<file path="src/rtl/spi_pkg.sv">
// Shared SPI definitions used by both the SPI master and the SPI slave.
package spi_pkg;

    localparam int SYNC_STAGES = 2;

    typedef enum logic {
        IDLE,
        ACTIVE
    } spi_state_t;

    // Bit position that goes out on the wire first.
    function automatic int first_bit_idx(input bit lsbf, input int data_bits);
        return lsbf ? 0 : data_bits - 1;
    endfunction

endpackage

</file>
<file path="src/rtl/spi_in_sync.sv">
// Multi-flop synchronizer for one asynchronous SPI pin, with rise/fall detect on the synced level.
module spi_in_sync
    import spi_pkg::*;
#(
    parameter bit RST_VAL = 1'b0
) (
    input  logic clk,
    input  logic rst,
    input  logic raw,
    output logic level,
    output logic rise,
    output logic fall
);

    logic [SYNC_STAGES-1:0] chain_reg;
    logic                   prev_reg;

    always_ff @(posedge clk) begin
        if (rst) begin
            chain_reg <= {SYNC_STAGES{RST_VAL}};
            prev_reg  <= RST_VAL;
        end else begin
            chain_reg <= {chain_reg[SYNC_STAGES-2:0], raw};
            prev_reg  <= chain_reg[SYNC_STAGES-1];
        end
    end

    assign level = chain_reg[SYNC_STAGES-1];
    assign rise  = level & ~prev_reg;
    assign fall  = ~level & prev_reg;

endmodule

</file>
<file path="src/rtl/spi_slave.sv">
// SPI slave: oversamples SCK/SS/MOSI in the clk domain, shifts a buffered word out on MISO.
// Define SPI_SLAVE_UNDERRUN_EN to add the underrun pulse output.
module spi_slave
    import spi_pkg::*;
#(
    parameter int DATA_BITS = 8,
    parameter bit CPOL      = 1'b0,
    parameter bit CPHA      = 1'b1,
    parameter bit LSBF      = 1'b0
) (
    input  logic                 clk,
    input  logic                 rst,
    input  logic                 SCK,
    input  logic                 SS,
    input  logic                 MOSI,
    output logic                 MISO,
    input  logic [DATA_BITS-1:0] tx_data,
    input  logic                 tx_valid,
    output logic                 tx_ready,
    output logic [DATA_BITS-1:0] rx_data,
    output logic                 rx_valid
`ifdef SPI_SLAVE_UNDERRUN_EN
    ,
    output logic                 underrun
`endif
);

    localparam int               CNT_W     = $clog2(DATA_BITS + 1);
    localparam int               FIRST_IDX = first_bit_idx(LSBF, DATA_BITS);
    localparam logic [CNT_W-1:0] LAST_CNT  = CNT_W'(DATA_BITS - 1);
    // Synchronizer reset levels for {MOSI, SS, SCK}: SS idles high, SCK idles at CPOL.
    localparam logic [2:0]       SYNC_RST  = {1'b0, 1'b1, CPOL};

    logic [2:0] raw, lvl, rise, fall;
    assign raw = {MOSI, SS, SCK};

    for (genvar gi = 0; gi < 3; gi++) begin : g_sync
        spi_in_sync #(.RST_VAL(SYNC_RST[gi])) u_sync (
            .clk   (clk),
            .rst   (rst),
            .raw   (raw[gi]),
            .level (lvl[gi]),
            .rise  (rise[gi]),
            .fall  (fall[gi])
        );
    end

    logic unused_sync;
    assign unused_sync = ^{lvl[1:0], rise[2], fall[2]};

    logic sck_lead, sck_trail, sample_edge, shift_edge, ss_rise, ss_fall, mosi_s;
    assign sck_lead    = CPOL ? fall[0] : rise[0];
    assign sck_trail   = CPOL ? rise[0] : fall[0];
    assign sample_edge = CPHA ? sck_trail : sck_lead;
    assign shift_edge  = CPHA ? sck_lead  : sck_trail;
    assign ss_rise     = rise[1];
    assign ss_fall     = fall[1];
    assign mosi_s      = lvl[2];

    spi_state_t           state_reg, state_next;
    logic [CNT_W-1:0]     bit_cnt_reg, bit_cnt_next;
    logic [DATA_BITS-1:0] tx_sh_reg, tx_sh_next;
    logic [DATA_BITS-1:0] rx_sh_reg, rx_sh_next;
    logic [DATA_BITS-1:0] buf_reg, buf_next;
    logic                 buf_full_reg, buf_full_next;
    logic                 tx_ready_reg;
    logic [DATA_BITS-1:0] rx_data_reg, rx_data_next;
    logic                 rx_valid_reg, rx_valid_next;
    logic                 reload_reg, reload_next;
`ifdef SPI_SLAVE_UNDERRUN_EN
    logic                 underrun_reg, underrun_next;
`endif

    logic                 load, frame_start;
    logic [DATA_BITS-1:0] rx_word, tx_shifted;

    assign load       = tx_valid && tx_ready_reg;
    assign rx_word    = LSBF ? {mosi_s, rx_sh_reg[DATA_BITS-1:1]} : {rx_sh_reg[DATA_BITS-2:0], mosi_s};
    assign tx_shifted = LSBF ? {1'b0, tx_sh_reg[DATA_BITS-1:1]} : {tx_sh_reg[DATA_BITS-2:0], 1'b0};

    always_ff @(posedge clk) begin
        if (rst) begin
            state_reg    <= IDLE;
            bit_cnt_reg  <= '0;
            tx_sh_reg    <= '0;
            rx_sh_reg    <= '0;
            buf_reg      <= '0;
            buf_full_reg <= 1'b0;
            tx_ready_reg <= 1'b1;
            rx_data_reg  <= '0;
            rx_valid_reg <= 1'b0;
            reload_reg   <= 1'b0;
`ifdef SPI_SLAVE_UNDERRUN_EN
            underrun_reg <= 1'b0;
`endif
        end else begin
            state_reg    <= state_next;
            bit_cnt_reg  <= bit_cnt_next;
            tx_sh_reg    <= tx_sh_next;
            rx_sh_reg    <= rx_sh_next;
            buf_reg      <= buf_next;
            buf_full_reg <= buf_full_next;
            tx_ready_reg <= !buf_full_next;
            rx_data_reg  <= rx_data_next;
            rx_valid_reg <= rx_valid_next;
            reload_reg   <= reload_next;
`ifdef SPI_SLAVE_UNDERRUN_EN
            underrun_reg <= underrun_next;
`endif
        end
    end

    always_comb begin
        state_next    = state_reg;
        bit_cnt_next  = bit_cnt_reg;
        tx_sh_next    = tx_sh_reg;
        rx_sh_next    = rx_sh_reg;
        buf_next      = buf_reg;
        buf_full_next = buf_full_reg;
        rx_data_next  = rx_data_reg;
        rx_valid_next = 1'b0;
        reload_next   = reload_reg;
        frame_start   = 1'b0;
`ifdef SPI_SLAVE_UNDERRUN_EN
        underrun_next = 1'b0;
`endif
        case (state_reg)
            IDLE: begin
                if (ss_fall) begin
                    state_next   = ACTIVE;
                    bit_cnt_next = '0;
                    reload_next  = 1'b0;
                    frame_start  = 1'b1;
                end
            end
            ACTIVE: begin
                if (ss_rise) begin
                    state_next   = IDLE;
                    bit_cnt_next = '0;
                    reload_next  = 1'b0;
                end else if (sample_edge) begin
                    rx_sh_next = rx_word;
                    if (bit_cnt_reg == LAST_CNT) begin
                        rx_data_next  = rx_word;
                        rx_valid_next = 1'b1;
                        bit_cnt_next  = '0;
                        reload_next   = 1'b1;
                    end else begin
                        bit_cnt_next = bit_cnt_reg + 1'b1;
                    end
                end else if (shift_edge) begin
                    // A back-to-back reload waits for the next shift edge with SS still low,
                    // so releasing SS after the last edge never starts a phantom frame.
                    if (bit_cnt_reg != '0) begin
                        tx_sh_next = tx_shifted;
                    end else if (reload_reg) begin
                        reload_next = 1'b0;
                        frame_start = 1'b1;
                    end
                end
            end
            default: state_next = IDLE;
        endcase

        if (frame_start) begin
            if (buf_full_reg) begin
                tx_sh_next    = buf_reg;
                buf_full_next = 1'b0;
            end else begin
                tx_sh_next    = '0;
`ifdef SPI_SLAVE_UNDERRUN_EN
                underrun_next = 1'b1;
`endif
            end
        end

        // Loads only happen while the buffer is empty, so they never collide with a take.
        if (load) begin
            buf_next      = tx_data;
            buf_full_next = 1'b1;
        end
    end

    assign MISO     = (state_reg == ACTIVE) ? tx_sh_reg[FIRST_IDX] : 1'b0;
    assign tx_ready = tx_ready_reg;
    assign rx_data  = rx_data_reg;
    assign rx_valid = rx_valid_reg;
`ifdef SPI_SLAVE_UNDERRUN_EN
    assign underrun = underrun_reg;
`endif

endmodule
</file>
<file path="config.mk">
export PLATFORM = sky130hd
export DESIGN_NAME = spi_slave
export DESIGN_NICKNAME = d
export VERILOG_FILES = /design/src/rtl/spi_pkg.sv /design/src/rtl/spi_in_sync.sv /design/src/rtl/spi_slave.sv
export SDC_FILE = /design/constraint.sdc
export NUM_CORES = 1
export LEC_CHECK = 0
export ABC_AREA = 1
export CAP_MARGIN = 5
export CORE_MARGIN = 2
export CORE_UTILIZATION = 31
export DETAILED_ROUTE_END_ITERATION = 10
export PLACE_DENSITY = 0.54
export SYNTH_ARGS = -nofsm -noshare
export SYNTH_HDL_FRONTEND = slang
export SYNTH_SLANG_ARGS = --single-unit
</file>
<file path="constraint.sdc">
create_clock -name clk -period 4.2 [get_ports clk]
set_input_delay 0.84 -clock clk [delete_from_list [all_inputs] [get_ports clk]]
set_output_delay 0.84 -clock clk [all_outputs]
set_load 0.1 [all_outputs]
</file>
==> results of run 1 <==
==> cells in the final DEF, fill, tap and decap left out, types with 2 or more instances in the layout <==
cell type and count:
nand2_1 56, nor2_1 54, dfxtp_1 48, inv_1 32, o21ai_0 24, clkdlybuf4s50_1 24
a21oi_1 14, nand3_1 11, inv_2 5, nand2_2 5, clkbuf_8 5, o21ai_1 2
nand2_4 2, or2_2 2, ha_1 2
==> cells by family (layout without fill, tap and decap cells) <==
family	after synthesis	after routing
compound gates	43	43
fa+ha+maj	2	2
buf+inv	44	70
flops	48	48
simple gates	136	136
==> per-stage QoR <==
step,hold WS (ns),std cells,power [mW],util,area [µm²]
floorplan,0.388,273,0.541,-,2000
global placement,0.392,368,0.565,0.367,2300
detailed placement,0.395,368,0.565,0.367,2300
CTS,0.408,376,0.909,0.385,2420
global route,0.433,376,0.943,0.385,2420
finish,0.406,376,0.898,0.385,2420
==> tightest hold or removal path, cell delays in order (launching register included) <==
cell and delay (ns):
dfxtp_1 0.31, inv_1 0.04, nor2_1 0.03
==> power by group <==
| group | switching, mW | internal, mW | total [mW] |
|---|---|---|---|
| registers | 0.0100 | 0.470 | 0.480 |
| logic | 0.0452 | 0.0294 | 0.0746 |
| clock network | 0.164 | 0.179 | 0.344 |
| total | 0.220 | 0.679 | 0.898 |
==> per-layer routing <==
layer | GRT usage | vias to the layer above
met3 | 0.0334 | 5
met4 | 0.0484 | 0
met2 | 0.190 | 30
met5 | 0 | -
met1 | 0.152 | 730
li1 | - | 894
==> area by class of cell <==
type	instances	area, µm²
multi-input combinational	181	857
clock inverter	3	46.3
sequential	48	961
clock buffer	5	68.8
timing repair buffer	25	248
inverter	37	139
fill	681	3860
tap	77	96.3
==> worst max path at each step <==
stage	to	cells past startpoint	from	slack [ns]
floorplan	MISO	2	state_reg	2.33
global placement	rx_sh_reg[5]	5	rst	1.59
detailed placement	rx_sh_reg[6]	5	rst	1.53
CTS	MISO	3	state_reg	1.38
global route	MISO	3	state_reg	1.30
finish	MISO	3	state_reg	1.40
==> impl_metrics.yaml, run 1 <==
outcome:
  outcome: "finished, final reports clean"
synthesis:
  synth_top_area_frac: 0.481
  yosys-top-cells-area: "dfxtp_1, nand2_1, nor2_1, o21ai_0, inv_1"
  synth-main-ff-cell: "dfxtp_1"
  yosysUniqueCellTypes: 26
  synth_mux_area_frac: 0
  synthCells: 273
  synth_common_cells: "nand2_1, nor2_1, dfxtp_1"
  synth_fp_nets: 289
  synthXorXnorAreaFrac: 0
  yosysSeqAreaShare: 0.481
  synth_enable_flop_cells: 0
  synth_compound_area_frac: 0.121
  synthAdderAreaFrac: 0.0125
  synth-async-reset-ratio: 0
  synth_top_area_cell: "dfxtp_1"
  synth_warnings: 0
  syn_area_mm2: 0.00200
  yosysMostFrequentCell: "nand2_1"
  syn_avg_cell_area_um2: 7.32
  ys_ff_latch: 48
  synth_top_family_by_area: "simple AND/OR/NAND/NOR gates"
  synth_simple_gate_area_frac: 0.295
place:
  numPortBuffers: 24
  post-dp-hpwl_um: 2720
  place_congestion: 0.746
  dp_slack_ns: 1.53
setup_path:
  cp.required_ns: 3.36
  cpPeakStageDelay_ns: 1.12
  crit_type: "reg -> out"
  r2r_setup_slack_ns: 2.46
  cp_data_arrival_time_ns: 1.96
  reg2reg_depth: 7
  end_kind: "output pin"
  r2r_start: "bit_cnt_reg[1]"
  path_max_fanout: 3
  cp-start-kind: "flop"
  path_delay_family: "buffers and inverters"
  worstPathCellList: "nand2_1 > inv_1 > clkdlybuf4s50_1"
  r2r-end: "rx_data[4]"
  crit_buf_inv: 2
  cp_slowest_cell: "clkdlybuf4s50_1"
clock_network:
  cts.repair.resized: 0
  cts_setup_buffers: 0
  cts_tree: "done"
  cts_buffer_depth: 2
  clk_pin_slew_ns: 0.09
  insertion_delay_ns: 0.30
  cts_hold_buffers: 0
  cts-buffers-inserted: 5
  htreeDepth: 2
  cts.sinks: 48
  root_buffer: "clkbuf_8"
global_routing:
  globalRouteOverflowTotal: 0
  grt_pass1_vias: 1583
  grt_pass1_wl_um: 6960
  antenna_found_initial: 0
  track_usage: 0.119
  grt_max_degree: 26
detailed_routing:
  drc: 0
  firstDrtPassIters: 4
  antenna_left: 0
  wl_met1_um: 1970
  drtIter0Drc: 77
  wl_um: 3980
  viasPerCell: 4.41
  num_vias: 1659
  met2_length_um: 1770
  post_drt_wl_per_cell_um: 10.6
  wl_met3_um: 175
  maxUsedRoutingLayer: "met4"
floorplan:
  core_area_mm2: 0.00628
  die_x_um: 84.3
  die_area_mm2: 0.00711
  rows: 29
  num_io_pins: 25
  die_h_um: 84.3
  start_util: 0.319
min_path:
  min_path_type: "reg -> reg"
  holdCritStartpoint: "g_sync[0].u_sync.chain_reg[0]"
  hold_depth: 2
  hold_path_end: "g_sync[0].u_sync.chain_reg[1]"
layout:
  area_growth_pct: 20.8
  final_nets: 314
  layout-drive-gt1-share: 0.100
  antenna_cells: 0
sta:
  period_share: 0.667
  finalMaxSlewViolations: 0
  tightest_slew_ns: 0.972
  rsz0062_at_grt: "no"
  fmax_mhz: 357
  fin_skew_ns: 0.00664
  fin_ws_ns: 1.40
  setup_viol: 0
  period_needed_ns: 2.80
  setup_tns_ns: 0
  hold_viol: 0
  slew-limit-headroom: 0.350
power:
  peakVddDrop_v: 0.000212
  power_density_mw_per_mm2: 372
  p_leak_nw: 1.15
flow_run:
  cap_violations: 0
No activity file was read; power rests on OpenSTA's default activity.
==> run 2: changes to the inputs <==
==> constraint.sdc (replaced) <==
create_clock -name clk -period 2.7 [get_ports clk]
set_input_delay 0.54 -clock clk [delete_from_list [all_inputs] [get_ports clk]]
set_output_delay 0.54 -clock clk [all_outputs]
set_load 0.1 [all_outputs]
==> impl_metrics.yaml, run 2 (same netlist as run 1, synthesis figures left out) <==
outcome:
  outcome: "finished, final reports clean"
global_routing:
  globalRouteOverflowTotal: 0
  grt_pass1_vias: 1499
  antenna_found_initial: 0
  grt_max_degree: 30
  grt_pass1_wl_um: 6700
  track_usage: 0.117
clock_network:
  clk_pin_slew_ns: 0.10
  cts_buffer_depth: 2
  insertion_delay_ns: 0.30
  cts.repair.resized: 0
  htreeDepth: 2
  cts_hold_buffers: 0
  cts_setup_buffers: 0
  root_buffer: "clkbuf_8"
  cts.sinks: 48
  cts-buffers-inserted: 5
  cts_tree: "done"
setup_path:
  cp-start-kind: "flop"
  crit_buf_inv: 1
  cp_slowest_cell: "nor2_1"
  worstPathCellList: "ha_1 > nand2_1 > nor2_1 > nand2_1 > inv_2 > o21ai_0 > a21oi_1"
  reg2reg_depth: 7
  r2r_start: "bit_cnt_reg[0]"
  cp_data_arrival_time_ns: 1.92
  end_kind: "flop"
  path_max_fanout: 9
  cp.required_ns: 2.95
  cpPeakStageDelay_ns: 0.39
  path_delay_family: "simple AND/OR/NAND/NOR gates"
  r2r_setup_slack_ns: 1.03
  crit_type: "reg -> reg"
  r2r-end: "rx_data[3]"
  cp_common_cell: "nand2_1"
power:
  total_power_mw: 1.40
  peakVddDrop_v: 0.000278
  power_density_mw_per_mm2: 582
  p_leak_nw: 1.18
place:
  place_congestion: 0.690
  placed_area_mm2: 0.00229
  numPortBuffers: 24
  dp_slack_ns: 0.820
  post-dp-hpwl_um: 2760
  dpl.cell_count: 369
layout:
  antenna_cells: 0
  stdcell_area_mm2: 0.00241
  layout-drive-gt1-share: 0.140
  final_nets: 315
  instances_no_fill: 377
  area_growth_pct: 20.5
  most-common-layout-cells: "nand2_1, nor2_1, dfxtp_1"
  final_common_cell: "nand2_1"
min_path:
  min_path_type: "reg -> reg"
  hold_depth: 2
  hold_path_end: "g_sync[2].u_sync.chain_reg[1]"
  holdCritStartpoint: "g_sync[2].u_sync.chain_reg[0]"
detailed_routing:
  wl_um: 3960
  antenna_left: 0
  post_drt_wl_per_cell_um: 10.5
  viasPerCell: 4.37
  drc: 0
  firstDrtPassIters: 4
  drtIter0Drc: 66
  num_vias: 1646
floorplan:
  core_area_mm2: 0.00628
  start_util: 0.319
  die_x_um: 84.3
  rows: 29
  die_area_mm2: 0.00711
  num_io_pins: 25
  die_h_um: 84.3
sta:
  finalMaxSlewViolations: 0
  slew-limit-headroom: 0.672
  hold_viol: 0
  setup_viol: 0
  fin_skew_ns: 0.00930
  period_share: 0.620
  period_needed_ns: 1.67
  rsz0062_at_grt: "no"
  setup_tns_ns: 0
  fin_ws_ns: 1.03
  tightest_slew_ns: 0.490
  fmax_mhz: 597
flow_run:
  cap_violations: 0
run 2: worst max path at each step:
stage                     cells after the start  slack, ns            from      endpoint
after floorplan                               4       1.03        tx_ready    buf_reg[0]
after global placement                        6       0.88             rst    rx_data[0]
after detailed placement                      6       0.82             rst  rx_sh_reg[2]
after CTS                                     3        1.0       state_reg          MISO
after global routing                          7       0.78  bit_cnt_reg[0]    rx_data[3]
final                                         7       1.03  bit_cnt_reg[0]    rx_data[3]
run 2: tightest hold or removal path, cell delays in order, from the launching register on:
cell	delay [ns]
dfxtp_1	0.31
inv_1	0.04
nor2_1	0.03
run 2: final cells by class:
class                           instances  area, µm²
Fill cell                             671       3870
Clock inverter                          3       46.3
Clock buffer                            5       68.8
Tap cell                               77       96.3
Timing Repair Buffer                   26        240
Multi-Input combinational cell        181        857
Inverter                               37        139
Sequential cell                        48        961
run 2: through the flow:
step / utilization / hold WS, ns
after floorplan: - / 0.388
after global placement: 0.365 / 0.391
after detailed placement: 0.365 / 0.397
after CTS: 0.384 / 0.408
after global routing: 0.384 / 0.416
final: 0.384 / 0.405
run 2: metal layers:
layer / vias to the layer above / track usage / wire [µm]
met5: - / 0 / 0
li1: 890 / - / -
met4: 0 / 0.0484 / 49
met2: 32 / 0.186 / 1710
met3: 5 / 0.0275 / 153
met1: 719 / 0.151 / 2040
run 2: power by group:
part / internal, mW / switching [mW] / total (mW)
clock: 0.279 / 0.259 / 0.538
sequential: 0.731 / 0.0147 / 0.745
combinational: 0.0481 / 0.0701 / 0.118
total: 1.06 / 0.344 / 1.40
==> run 3: changes to the inputs <==
--- a/config.mk
+++ b/config.mk
@@ -10,7 +10,7 @@
 export CORE_MARGIN = 2
 export CORE_UTILIZATION = 31
 export DETAILED_ROUTE_END_ITERATION = 10
-export PLACE_DENSITY = 0.54
+export PLACE_DENSITY = 0.55
 export SYNTH_ARGS = -nofsm -noshare
 export SYNTH_HDL_FRONTEND = slang
 export SYNTH_SLANG_ARGS = --single-unit
==> constraint.sdc (replaced) <==
create_clock -name clk -period 1.4 [get_ports clk]
set_input_delay 0.28 -clock clk [delete_from_list [all_inputs] [get_ports clk]]
set_output_delay 0.28 -clock clk [all_outputs]
set_load 0.1 [all_outputs]
==> impl_metrics.yaml, run 3 (same netlist as run 1, synthesis figures left out) <==
clock_network:
  cts_buffer_depth: 2
  cts_tree: "done"
  insertion_delay_ns: 0.30
  clk_pin_slew_ns: 0.09
  cts.sinks: 48
  cts-buffers-inserted: 5
  htreeDepth: 2
  root_buffer: "clkbuf_8"
sta:
  period_needed_ns: 1.37
  rsz0062_at_grt: "yes"
  setup_viol: 0
  fin_skew_ns: 0.00854
  fmax_mhz: 731
  tightest_slew_ns: 0.296
  finalMaxSlewViolations: 0
  period_share: 0.977
  slew-limit-headroom: 0.802
  hold_viol: 0
detailed_routing:
  drc: 0
  firstDrtPassIters: 4
  num_vias: 1741
  wl_um: 4280
  post_drt_wl_per_cell_um: 11.0
  antenna_left: 0
  viasPerCell: 4.49
  drtIter0Drc: 35
setup_path:
  crit_buf_inv: 0
  cpPeakStageDelay_ns: 0.36
  cp_common_cell: "nand2_4"
  cp.required_ns: 1.60
  cp_data_arrival_time_ns: 1.57
  end_kind: "flop"
  path_delay_family: "simple AND/OR/NAND/NOR gates"
  cp-start-kind: "flop"
  worstPathCellList: "nor2_2 > nand2_4 > nor2_4 > nand2_4 > nand3_4 > nand2_4 > nor2_1 > nor2_1"
  path_max_fanout: 7
  cp_slowest_cell: "dfxtp_2"
  crit_type: "reg -> reg"
global_routing:
  grt_pass1_wl_um: 7180
  use_met2: 0.216
  gr-usage-met3: 0.0295
  grt_pass1_vias: 1657
  grt_max_degree: 17
  busiest_layer: "met2"
  grt_use_met1: 0.148
  globalRouteOverflowTotal: 0
  track_usage: 0.123
  antenna_found_initial: 0
layout:
  fill_cells: 655
  final_common_cell: "nand2_1"
  most-common-layout-cells: "nand2_1, nor2_1, dfxtp_1"
  multi_input_area_um2: 940
  postLayoutCoreUtil: 0.435
  seqCellArea_um2: 968
  stdcell_area_mm2: 0.00273
  layout-drive-gt1-share: 0.222
  antenna_cells: 0
  area_growth_pct: 36.5
  final_nets: 326
place:
  post-dp-hpwl_um: 2960
  placed_area_mm2: 0.00249
  numPortBuffers: 24
  place_congestion: 0.812
floorplan:
  start_util: 0.319
  die_x_um: 84.3
  die_area_mm2: 0.00711
  core_area_mm2: 0.00628
  num_io_pins: 25
  die_h_um: 84.3
  rows: 29
min_path:
  min_path_type: "reg -> reg"
power:
  power_density_mw_per_mm2: 1030
  peakVddDrop_v: 0.000509
  p_leak_nw: 1.28
outcome:
  outcome: "finished, final reports clean"
flow_run:
  cap_violations: 0
## run 3: cell count changes in the layout (fill, tap and decap cells not counted), sizes merged
| cell | previous run | this run |
|---|---|---|
| clkbuf | 5 | 7 |
| buf | 13 | 23 |
| nand2 | 63 | 64 |
| inv | 38 | 37 |
| clkinvlp | 1 | 0 |
## run 3: worst min-delay path, delay by kind of cell (launching register included)
| kind | cells | cell delay, ns |
|---|---|---|
| buffers and inverters | 1 | 0.04 |
| AND/OR/NAND/NOR | 1 | 0.03 |
| flip-flops | 1 | 0.30 |
## run 3: report_power, final
| part | leakage, nW | internal [mW] | switching [mW] | total [mW] |
|---|---|---|---|---|
| registers | 0.392 | 1.41 | 0.0314 | 1.44 |
| clock network | 0.0645 | 0.630 | 0.456 | 1.09 |
| logic | 0.825 | 0.119 | 0.155 | 0.274 |
## run 3: layer usage
| metal | vias to the layer above | part of all wire |
|---|---|---|
| met2 | 26 | 0.47 |
| met1 | 789 | 0.49 |
| li1 | 917 | - |
| met3 | 9 | 0.028 |
| met5 | - | 0 |
| met4 | 0 | 0.015 |
## run 3: area by class of cell
| cell class | count | area share |
|---|---|---|
| Clock buffer | 7 | 0.0353 |
| Clock inverter | 1 | 0.0110 |
| Multi-Input combinational cell | 182 | 0.344 |
| Inverter | 37 | 0.0518 |
| Tap cell | 77 | 0.0353 |
| Sequential cell | 48 | 0.355 |
| Timing Repair Buffer | 36 | 0.167 |
## run 3: through the flow
step | power (mW) | hold WS [ns] | setup TNS [ns] | setup WS (ns) | instances
final | 2.80 | 0.403 | 0 | 0.0325 | 388
after global placement | 1.72 | 0.390 | -0.290 | -0.0399 | 377
after global routing | 2.94 | 0.431 | -0.419 | -0.0635 | 388
after CTS | 2.81 | 0.404 | -0.00468 | -0.00468 | 385
after detailed placement | 1.72 | 0.392 | -0.311 | -0.0319 | 377
after floorplan | 1.62 | 0.384 | 0 | 0.0621 | 273
## run 3: worst paths after layout
kind	startpoint	to	slack (ns)	depth (start not counted)
worst max-delay path	bit_cnt_reg[3]	tx_sh_reg[7]	0.03	8
worst min-delay path	g_sync[2].u_sync.chain_reg[0]	g_sync[2].u_sync.chain_reg[1]	0.40	2
worst max register to register	bit_cnt_reg[3]	tx_sh_reg[7]	0.03	8
worst min register to register	g_sync[2].u_sync.chain_reg[0]	g_sync[2].u_sync.chain_reg[1]	0.40	2
## run 3: what timing repair did
| action | 4_1_cts | 5_1_grt |
|---|---|---|
| resized for setup | 3 | 23 |
| pin swaps | 0 | 7 |
| setup endpoints to repair | 10 | 23 |
| hold buffers | 0 | 0 |
| buffers inserted | 0 | 2 |
| cloned | 0 | 1 |
